==> config.mk <==
export PLATFORM = sky130hd
export DESIGN_NAME = sw_debouncer
export DESIGN_NICKNAME = d
export VERILOG_FILES = /design/src/rtl/sw_debouncer_pkg.sv /design/src/rtl/sw_debouncer_debounce_bit.sv /design/src/rtl/sw_debouncer.sv
export SDC_FILE = /design/constraint.sdc
export NUM_CORES = 1
export LEC_CHECK = 0
export CORE_MARGIN = 4
export CORE_UTILIZATION = 40
export DETAILED_ROUTE_END_ITERATION = 10
export GPL_TIMING_DRIVEN = 0
export PLACE_DENSITY = 0.67
export SYNTH_ARGS = -nofsm -noshare
export SYNTH_HDL_FRONTEND = slang
export SYNTH_SLANG_ARGS = --single-unit
==> constraint.sdc <==
create_clock -name clk -period 5.6 [get_ports clk]
set_input_delay 1.12 -clock clk [delete_from_list [all_inputs] [get_ports clk]]
set_output_delay 1.12 -clock clk [all_outputs]
set_load 0.05 [all_outputs]
==> src/rtl/sw_debouncer_pkg.sv <==
// Shared constants for the slide-switch debouncer: default sizes and the
// per-bit FSM state encoding.
package sw_pkg;

  localparam int N_SW_DEFAULT = 3;
  localparam int DEBOUNCE_SIM = 4;
  localparam int DEBOUNCE_HW  = 500000;

  localparam logic ST_STABLE  = 1'b0;
  localparam logic ST_PENDING = 1'b1;

  // $clog2 of the cycle count, floored at 1 so a 2-sample debounce still gets a bit
  function automatic int cnt_width(input int cycles);
    return (cycles <= 2) ? 1 : $clog2(cycles);
  endfunction

endpackage

==> src/rtl/sw_debouncer_debounce_bit.sv <==
// Single-bit stability filter: q follows d_sync only after DEBOUNCE_CYCLES
// consecutive mismatching samples; any earlier return to q discards the count.
module debounce_bit
  import sw_pkg::*;
#(
  parameter int   DEBOUNCE_CYCLES = DEBOUNCE_HW,
  parameter logic RESET_VAL       = 1'b0
) (
  input  logic clk,
  input  logic reset,
  input  logic d_sync,
  output logic q,
  output logic pend,
  output logic upd
);

  localparam int            CW       = cnt_width(DEBOUNCE_CYCLES);
  localparam logic [CW-1:0] CNT_LAST = CW'(DEBOUNCE_CYCLES - 1);

  logic          state_q, state_d;
  logic [CW-1:0] cnt_q, cnt_d;
  logic          q_q, q_d;
  logic          upd_q, upd_d;

  always_comb begin
    state_d = state_q;
    cnt_d   = cnt_q;
    q_d     = q_q;
    upd_d   = 1'b0;
    if (state_q == ST_STABLE) begin
      if (d_sync != q_q) begin
        cnt_d   = CW'(1);
        state_d = ST_PENDING;
      end else begin
        cnt_d = '0;
      end
    end else begin
      if (d_sync == q_q) begin
        cnt_d   = '0;
        state_d = ST_STABLE;
      end else if (cnt_q == CNT_LAST) begin
        // the mismatching sample that completes the run commits the new level
        q_d     = d_sync;
        cnt_d   = '0;
        state_d = ST_STABLE;
        upd_d   = 1'b1;
      end else begin
        cnt_d = cnt_q + CW'(1);
      end
    end
  end

  always_ff @(posedge clk or posedge reset) begin
    if (reset) begin
      state_q <= ST_STABLE;
      cnt_q   <= '0;
      q_q     <= RESET_VAL;
      upd_q   <= 1'b0;
    end else begin
      state_q <= state_d;
      cnt_q   <= cnt_d;
      q_q     <= q_d;
      upd_q   <= upd_d;
    end
  end

  assign q    = q_q;
  assign pend = (state_q == ST_PENDING);
  assign upd  = upd_q;

endmodule

==> src/rtl/sw_debouncer.sv <==
// Slide-switch conditioning: 2-FF synchroniser per bit followed by a per-bit
// debounce filter; emits a one-cycle strobe whenever the debounced value moves.
module sw_debouncer
  import sw_pkg::*;
#(
  parameter int              N_SW            = N_SW_DEFAULT,
  parameter int              DEBOUNCE_CYCLES = DEBOUNCE_HW,
  parameter logic [N_SW-1:0] SW_RESET_VAL    = '0
) (
  input  logic            clk,
  input  logic            reset,
  input  logic [N_SW-1:0] sw_raw,
  output logic [N_SW-1:0] sw,
  output logic            sw_changed,
  output logic            busy
);

  logic [N_SW-1:0] s1_q, s1_d;
  logic [N_SW-1:0] s2_q, s2_d;
  logic [N_SW-1:0] upd;
  logic [N_SW-1:0] pend;

  always_comb begin
    s1_d = sw_raw;
    s2_d = s1_q;
  end

  always_ff @(posedge clk or posedge reset) begin
    if (reset) begin
      s1_q <= SW_RESET_VAL;
      s2_q <= SW_RESET_VAL;
    end else begin
      s1_q <= s1_d;
      s2_q <= s2_d;
    end
  end

  for (genvar i = 0; i < N_SW; i++) begin : g_bit
    debounce_bit #(
      .DEBOUNCE_CYCLES (DEBOUNCE_CYCLES),
      .RESET_VAL       (SW_RESET_VAL[i])
    ) u_bit (
      .clk    (clk),
      .reset  (reset),
      .d_sync (s2_q[i]),
      .q      (sw[i]),
      .pend   (pend[i]),
      .upd    (upd[i])
    );
  end

  // both terms are ORs of flop outputs, so they only move on clock edges
  assign sw_changed = |upd;
  assign busy       = |pend;

endmodule

## Word level (Yosys, flattened, before mapping)

Cells that the tools add are included.

| operators by class | value |
|---|---|
| add/subtract/negate cells | 3 |
| equal/unequal tests | 9 |
| muxes and demuxes | 33 |
| bitwise logic cells | 3 |
| reductions and logical operators | 5 |

Operator list:

| cell | number |
|---|---|
| 19-bit two-way mux | 9 |
| 19-bit by 1-bit adder with 19-bit output, second input constant | 3 |
| 19-bit equality test, second input constant | 3 |
| 1-bit two-way mux | 24 |
| 3-bit AND reduction | 3 |
| 3-bit OR reduction | 2 |
| 1-bit equality test | 3 |
| 1-bit != test | 3 |
| 1-bit NOT | 3 |

| storage, ports and cells | value |
|---|---|
| flip-flop bits (word level) | 72 |
| bits of input ports | 5 |
| word-level logic and storage cells | 67 |

## Logic depth before layout (Yosys ltp)

Gate-level depths: netlist of run 1.

| depth | value |
|---|---|
| word-level depth | 4 |
| gate-level depth with buffers | 6 |
| mapped depth without buffers | 5 |

## Modules after synthesis

From an unflattened synthesis of run 1, not the netlist that was laid out.

| second synthesis, totals | value |
|---|---|
| cell total of the unflattened synthesis | 342 |
| area total of the unflattened synthesis | 3522.1 µm² |

By module, submodules not included:

| module | instances | cells each | area an instance (µm²) | sequential area each (µm²) |
|---|---|---|---|---|
| debounce_bit | 3 | 111 | 1118.6 | 550.5 |
| sw_debouncer | 1 | 9 | 166.4 | 150.1 |

## Worst setup path before layout of run 1

No wires, ideal clock.

| path | value |
|---|---|
| kind | register to register |
| start point | reg g_bit[0].u_bit.cnt_q[14] |
| end point | reg g_bit[0].u_bit.q_q |
| library setup time | 125 ps |
| data arrival time | 1957 ps |
| path slack | 3518 ps |
| stages on the path, launching flop included | 5 |
| buffers on the path | 0 |
| cells stage by stage | dfrtp_1 > or4_1 > or4_4 > nor3_4 > mux2_2 |

| between the ends | value |
|---|---|
| cells in the longest elaborated chain, start to end | 2 |

RTL lines:

| item | line | RTL |
|---|---|---|
| from (decl) | sw_debouncer_debounce_bit.sv:21 | `logic [CW-1:0] cnt_q, cnt_d;` |
| from (signal assigned) | sw_debouncer_debounce_bit.sv:61 | `cnt_q <= cnt_d;` |
| 19-bit equality test | sw_debouncer_debounce_bit.sv:41 | `end else if (cnt_q == CNT_LAST) begin` |
| 3-bit AND reduction (no line) | - |  |
| to (signal assigned) | sw_debouncer_debounce_bit.sv:62 | `q_q <= q_d;` |
| to (decl) | sw_debouncer_debounce_bit.sv:22 | `logic q_q, q_d;` |

No other way between the ends.
A chain may end at the register's enable or synchronous reset.

## Final worst setup path of run 1

| path | value |
|---|---|
| start point | reg g_bit[1].u_bit.upd_q |
| end point | out sw_changed |

| between the ends | value |
|---|---|
| cells in the longest elaborated chain, start to end | 1 |

RTL lines:

| item | line | RTL |
|---|---|---|
| from (decl) | sw_debouncer_debounce_bit.sv:23 | `logic upd_q, upd_d;` |
| from (signal assigned) | sw_debouncer_debounce_bit.sv:63 | `upd_q <= upd_d;` |
| 3-bit OR reduction | sw_debouncer.sv:53 | `assign sw_changed = \|upd;` |
| to (decl) | sw_debouncer.sv:14 | `output logic sw_changed,` |

No other way between the ends.

==> impl_results.md, run 1 <==
- Run status: completed
- Ys Warns: 0
- Worst Hold Endpoint: s2_q[1]$_DFF_PP0_
- Top cells by area, synth: dfrtp_1 52%, xnor2_1 7.3%, nor2_1 5.2%, xor2_1 3.0%, nand3_1 2.6%
- Hold Crit Depth: 0
- Yosys cell types: 37
- Setup bufs post-CTS: 0
- Clk sinks: 72
- Crit Path Max Fanout: 1
- Headroom to the max-slew limit: 0.6680
- CTS buffer count: 9
- CP required: 4.48 ns
- Post-CTS Resized: 0
- Area delta synth->final: 13.39%
- Tmin final: 2.907 ns
- CP Launch Type: flop
- Number of synthesized register bits: 72
- Die span in x: 101.2 um
- PwrDens: 259.6 mW/mm2
- Worst IR Drop VDD: 0.1380 mV
- Total GRT Usage: 0.1331
- H-tree levels: 3
- Share of the synthesized area in the top cell type: 0.5184
- Reg-to-Reg Start: g_bit[0].u_bit.cnt_q[14]$_DFF_PP0_
- Count leader, synth: dfrtp_1
- Die area: 0.01024 mm2
- Dominant synthesized flop cell: dfrtp_1
- Mapped Cells: 339
- Largest net degree at the start of global routing: 43
- Initial core utilization: 0.4167
- Hold slack: 0.3527 ns
- Final setup viols: 0
- Synth cell count leaders: 72 x dfrtp_1, 48 x nor2_1, 29 x xnor2_1
- Setup TNS: 0 ns
- Routability cong.: 0.8228
- Crit share post-route: 0.5191
- # port buffers: 9
- Fmax: 0.3440 GHz
- Grt total ovfl: 0
- Clock-pin slew on the worst setup and hold paths: 0.07 ns
- Vias per inst: 5.204
- # diodes: 0
- RSZ-0062 raised after global routing: no
- Die Y: 101.2 um
- I/O pin count: 10
- Core Rows: 33
- First-pass DRT Iterations: 4
- CTS Hold Bufs: 0
- Global-route wire length before repair: 10780 um
- Critical Path AT: 1.79 ns
- Yosys top cell by area: dfrtp_1
- Kind of critical path: reg2out
- Core ar.: 0.008341 mm2
- Non-filler cells, final: 470
- Clock latency on the worst-skew pair: 0.34 ns
- Post-synth EDFFs: 0
- Min-delay worst type: reg2reg
- Root Buffer: clkbuf_8
- Nets: 368
- Clock buffer depth: 2
- Slew Limit Fails: 0
- CP endpoint kind: output port
- Fin. Hold Viols: 0
- Final clock skew: 0.006260 ns
- Total vias in the final route: 2446
- Post-Syn Area: 0.003476 mm2
- Starting DRT DRC Count: 142
- Hold wc startpoint: s1_q[1]$_DFF_PP0_
- MaxCap Viol Count: 0
- Reg2reg end: g_bit[0].u_bit.q$_DFFE_PP0P_
- CTS tree: yes
- Asr flop ratio synth: 1.000
- Cell depth of the worst flop-to-flop path: 4
- Static Leak: 1.492 nW
- DRC viols: 0
- Post-synthesis sequential area ratio: 0.5184
- Ratio of cells with drive above 1 in the final layout: 0.1068
- Avg Cell Area, Syn: 10.25 um2
- Final Core Density: 0.4725
- Antenna violations before repair: 0
- Syn Nets: 347
- Antenna Violating Nets Remaining: 0
- Vias in the first global route: 2338
- Wire per inst: 13.16 um
- R2R Setup Slk: 3.43 ns
- Placed cells: 454
- Final wirelength: 6186 um
- Dpl hpwl: 4271 um
- Worst-Margin Slew: 0.4965 ns
-- per-stage QoR --
step | cell area, um2 | total power, mW | setup slack, ns
2_1_floorplan | 3476 | 0.5660 | 2.655
3_3_place_gp | 3697 | 0.5771 | 1.406
3_5_place_dp | 3720 | 0.5800 | 3.031
4_1_cts | 3941 | 1.041 | 2.643
5_1_grt | 3941 | 1.065 | 2.628
6_report | 3941 | 1.023 | 2.693
-- cells in the final DEF, fill, tap and decap left out, types with 12 or more instances in the layout --
master	instances
a21oi_1	16
xor2_1	12
inv_1	13
nor2_1	48
or3_1	12
nand2_1	20
nand3_1	18
dfrtp_1	72
xnor2_1	29
-- cell type report --
class	count	area, um2
Clock buffer	11	141.4
Buffer	9	65.06
Fill cell	782	4399
Sequential cell	72	1802
Inverter	14	55.05
Timing Repair Buffer	10	110.1
Tap cell	105	131.4
Multi-Input combinational cell	244	1556
Clock inverter	5	80.08
-- critical path, stage by stage, from the launching register on --
cell and delay, ns:
dfrtp_1 0.36, or3_1 0.38, clkdlybuf4s50_1 0.71
-- cell families (layout without fill, tap and decap cells) --
family                     Yosys count  count (layout)  share of synthesized area
muxes                                3               3                   0.009719
buffers and inverters               23              49                    0.03384
DFF                                 72              72                     0.5184
and+or+nand+nor                    162             162                     0.2541
adders and majority gates            3               3                    0.01080
AOI/OAI and AO/OA                   35              35                    0.06983
xor gates and xnor gates            41              41                     0.1033
-- layer usage --
metal  vias up  wire, um  track usage
li1       1233         -            -
met1      1175      3056       0.1792
met2        32      2865       0.2022
met3         6       178      0.04201
met4         0        85      0.04908
met5         -         0            0
-- where the power goes --
| group | leakage [nW] | internal (mW) | switching, mW | total, mW |
|---|---|---|---|---|
| Clock | 0.106 | 0.262 | 0.192 | 0.455 |
| Sequential | 0.979 | 0.526 | 0.00456 | 0.530 |
| Combinational | 0.408 | 0.0138 | 0.0244 | 0.0382 |
| Total | 1.49 | 0.802 | 0.221 | 1.02 |
-- how the worst max path moves through the flow --
stage	slack (ns)	endpoint	startpoint	depth (start not counted)
finish	2.69	sw_changed	g_bit[1].u_bit.upd$_DFF_PP0_	2
global route	2.63	sw_changed	g_bit[1].u_bit.upd$_DFF_PP0_	2
CTS	2.64	sw_changed	g_bit[1].u_bit.upd$_DFF_PP0_	2
detailed placement	3.03	sw_changed	g_bit[1].u_bit.upd$_DFF_PP0_	2
global placement	1.41	g_bit[2].u_bit.cnt_q[7]$_DFF_PP0_	reset	2
floorplan	2.66	g_bit[0].u_bit.cnt_q[0]$_DFF_PP0_	reset	1
-- flip-flops by register name, indices dropped and copies added (netlist names) --
signal and flops:
g_bit.u_bit.cnt_q 57, g_bit.u_bit.q 3, g_bit.u_bit.pend 3, s2_q 3, s1_q 3, g_bit.u_bit.upd 3
Note: power is estimated with default switching activity, not from simulation.
==> inputs of run 2 (changes only) <==
==> constraint.sdc (replaced) <==
create_clock -name clk -period 2.9 [get_ports clk]
set_input_delay 0.58 -clock clk [delete_from_list [all_inputs] [get_ports clk]]
set_output_delay 0.58 -clock clk [all_outputs]
set_load 0.05 [all_outputs]
==> results of run 2 <==
The final DEF is identical to that of run 1. Status: completed.
Among the figures that moved: setup slack after placement 3.031 ns -> 0.7434 ns; setup slack after layout 2.693 ns -> 0.5328 ns; register-to-register setup slack 3.43 ns -> 0.73 ns; total power 1.023 mW -> 1.976 mW; worst IR drop on VDD 0.1380 mV -> 0.2665 mV
==> inputs of run 3 (changes only) <==
==> constraint.sdc (replaced) <==
create_clock -name clk -period 2.3 [get_ports clk]
set_input_delay 0.46 -clock clk [delete_from_list [all_inputs] [get_ports clk]]
set_output_delay 0.46 -clock clk [all_outputs]
set_load 0.05 [all_outputs]
==> run 3 against run 2 <==
Net effect:
- largest power group unchanged
- largest cell class unchanged
- critical endpoint is now busy
- routed wire length is essentially flat
- sequential share of layout area is essentially flat
- worst setup slack lost 0.42 ns
- utilization is essentially flat
==> impl_results.md, run 3 (synthesized netlist as in run 1, its figures left out) <==
- Clock buffer depth: 2
- Static Leak: 1.511 nW
- Final wirelength: 6183 um
- Clock-pin slew on the worst setup and hold paths: 0.07 ns
- Vias per inst: 5.202
- Grt total ovfl: 0
- Setup bufs post-CTS: 0
- Die area: 0.01024 mm2
- Setup TNS: 0 ns
- Slew Limit Fails: 0
- Total vias in the final route: 2445
- Reg-to-Reg Start: g_bit[0].u_bit.cnt_q[14]$_DFF_PP0_
- PwrDens: 631.6 mW/mm2
- Sequential cell area: 0.001802 mm2
- Routability cong.: 0.8228
- Post-CTS Resized: 0
- Total GRT Usage: 0.1331
- Die span in x: 101.2 um
- Final setup viols: 0
- Fin. Hold Viols: 0
- RSZ-0062 raised after global routing: no
- Antenna Violating Nets Remaining: 0
- Nets: 368
- # diodes: 0
- Headroom to the max-slew limit: 0.6646
- Crit share post-route: 0.9505
- Clk sinks: 72
- Worst-Margin Slew: 0.5022 ns
- Tmin final: 2.186 ns
- Multi-input logic area: 0.001556 mm2
- Hold wc startpoint: s1_q[1]$_DFF_PP0_
- Core ar.: 0.008341 mm2
- Ratio of cells with drive above 1 in the final layout: 0.1068
- Clock latency on the worst-skew pair: 0.34 ns
- Dpl hpwl: 4271 um
- Most common cell after layout, fill and taps aside: dfrtp_1
- Core Rows: 33
- Crit Path Max Fanout: 3
- # port buffers: 9
- Min-delay worst type: reg2reg
- Final clock skew: 0.006303 ns
- Commonest cells after routing, fill and taps aside: 72 x dfrtp_1, 48 x nor2_1, 29 x xnor2_1
- Most flop-heavy register: g_bit.u_bit.cnt_q
- CP Launch Type: flop
- Wire per inst: 13.16 um
- Area delta synth->final: 13.46%
- CTS buffer count: 9
- MaxCap Viol Count: 0
- Kind of critical path: reg2out
- Largest net degree at the start of global routing: 43
- Run status: completed
- Initial core utilization: 0.4167
- Worst IR Drop VDD: 0.3360 mV
- CP endpoint kind: output port
- DRC viols: 0
- I/O pin count: 10
- Vias in the first global route: 2338
- Largest register FFs: 57
- Root Buffer: clkbuf_8
- Global-route wire length before repair: 10780 um
- Antenna violations before repair: 0
- First-pass DRT Iterations: 4
- Die Y: 101.2 um
- Fill count: 783
- Critical Path AT: 1.73 ns
- CP required: 1.84 ns
- Hold slack: 0.3527 ns
- Worst Setup SP: g_bit[1].u_bit.pend$_DFF_PP0_
- CTS Hold Bufs: 0
- H-tree levels: 3
- Starting DRT DRC Count: 132
- Fmax: 0.4574 GHz
- CTS tree: yes
==> run 3: where the power goes <==
part	internal, mW	total (mW)	leakage [nW]	switching, mW
clock network	0.639	1.11	0.106	0.468
registers	1.28	1.29	0.979	0.0111
logic	0.0336	0.0930	0.427	0.0594
==> run 3: metal layers <==
layer	track usage	routed length (um)
met5	0	0
met4	0.04908	85
met3	0.04201	170
met2	0.2022	2865
met1	0.1792	3061
==> run 3: final cells by class <==
type,count,area share
buffer,9,0.01650
clock buffer,11,0.03585
clock inverter,5,0.02030
inverter,14,0.01396
multi-input combinational,244,0.3947
sequential,72,0.4569
tap,105,0.03331
timing repair buffer,10,0.02855
==> run 3: final timing paths <==
path                                                       to  slack (ns)  cells past startpoint
hold / removal                              s2_q[1]$_DFF_PP0_        0.35                      0
hold reg to reg                             s2_q[1]$_DFF_PP0_        0.35                      0
min in group asynchronous   g_bit[1].u_bit.cnt_q[7]$_DFF_PP0_        0.47                      2
setup / recovery                                         busy        0.11                      3
setup reg to reg                 g_bit[0].u_bit.q$_DFFE_PP0P_        0.13                      4
max in group asynchronous  g_bit[2].u_bit.cnt_q[15]$_DFF_PP0_        1.28                      3
==> run 3: critical path, stage by stage (launching register included) <==
cell             delay [ns]
dfrtp_1                0.37
inv_1                  0.10
nand3_1                0.11
clkdlybuf4s50_1        0.81
==> run 3: per-stage QoR <==
stage	util	power, mW	instances	setup WS (ns)	cell area, um2
4_1_cts	0.4725	2.535	470	0.002901	3941
5_1_grt	0.4728	2.593	470	0.005094	3944
2_1_floorplan	-	1.378	339	0.01508	3476
3_3_place_gp	0.4433	1.405	453	-1.234	3697
3_5_place_dp	0.4460	1.412	454	0.1434	3720
6_report	0.4728	2.491	470	0.1139	3944
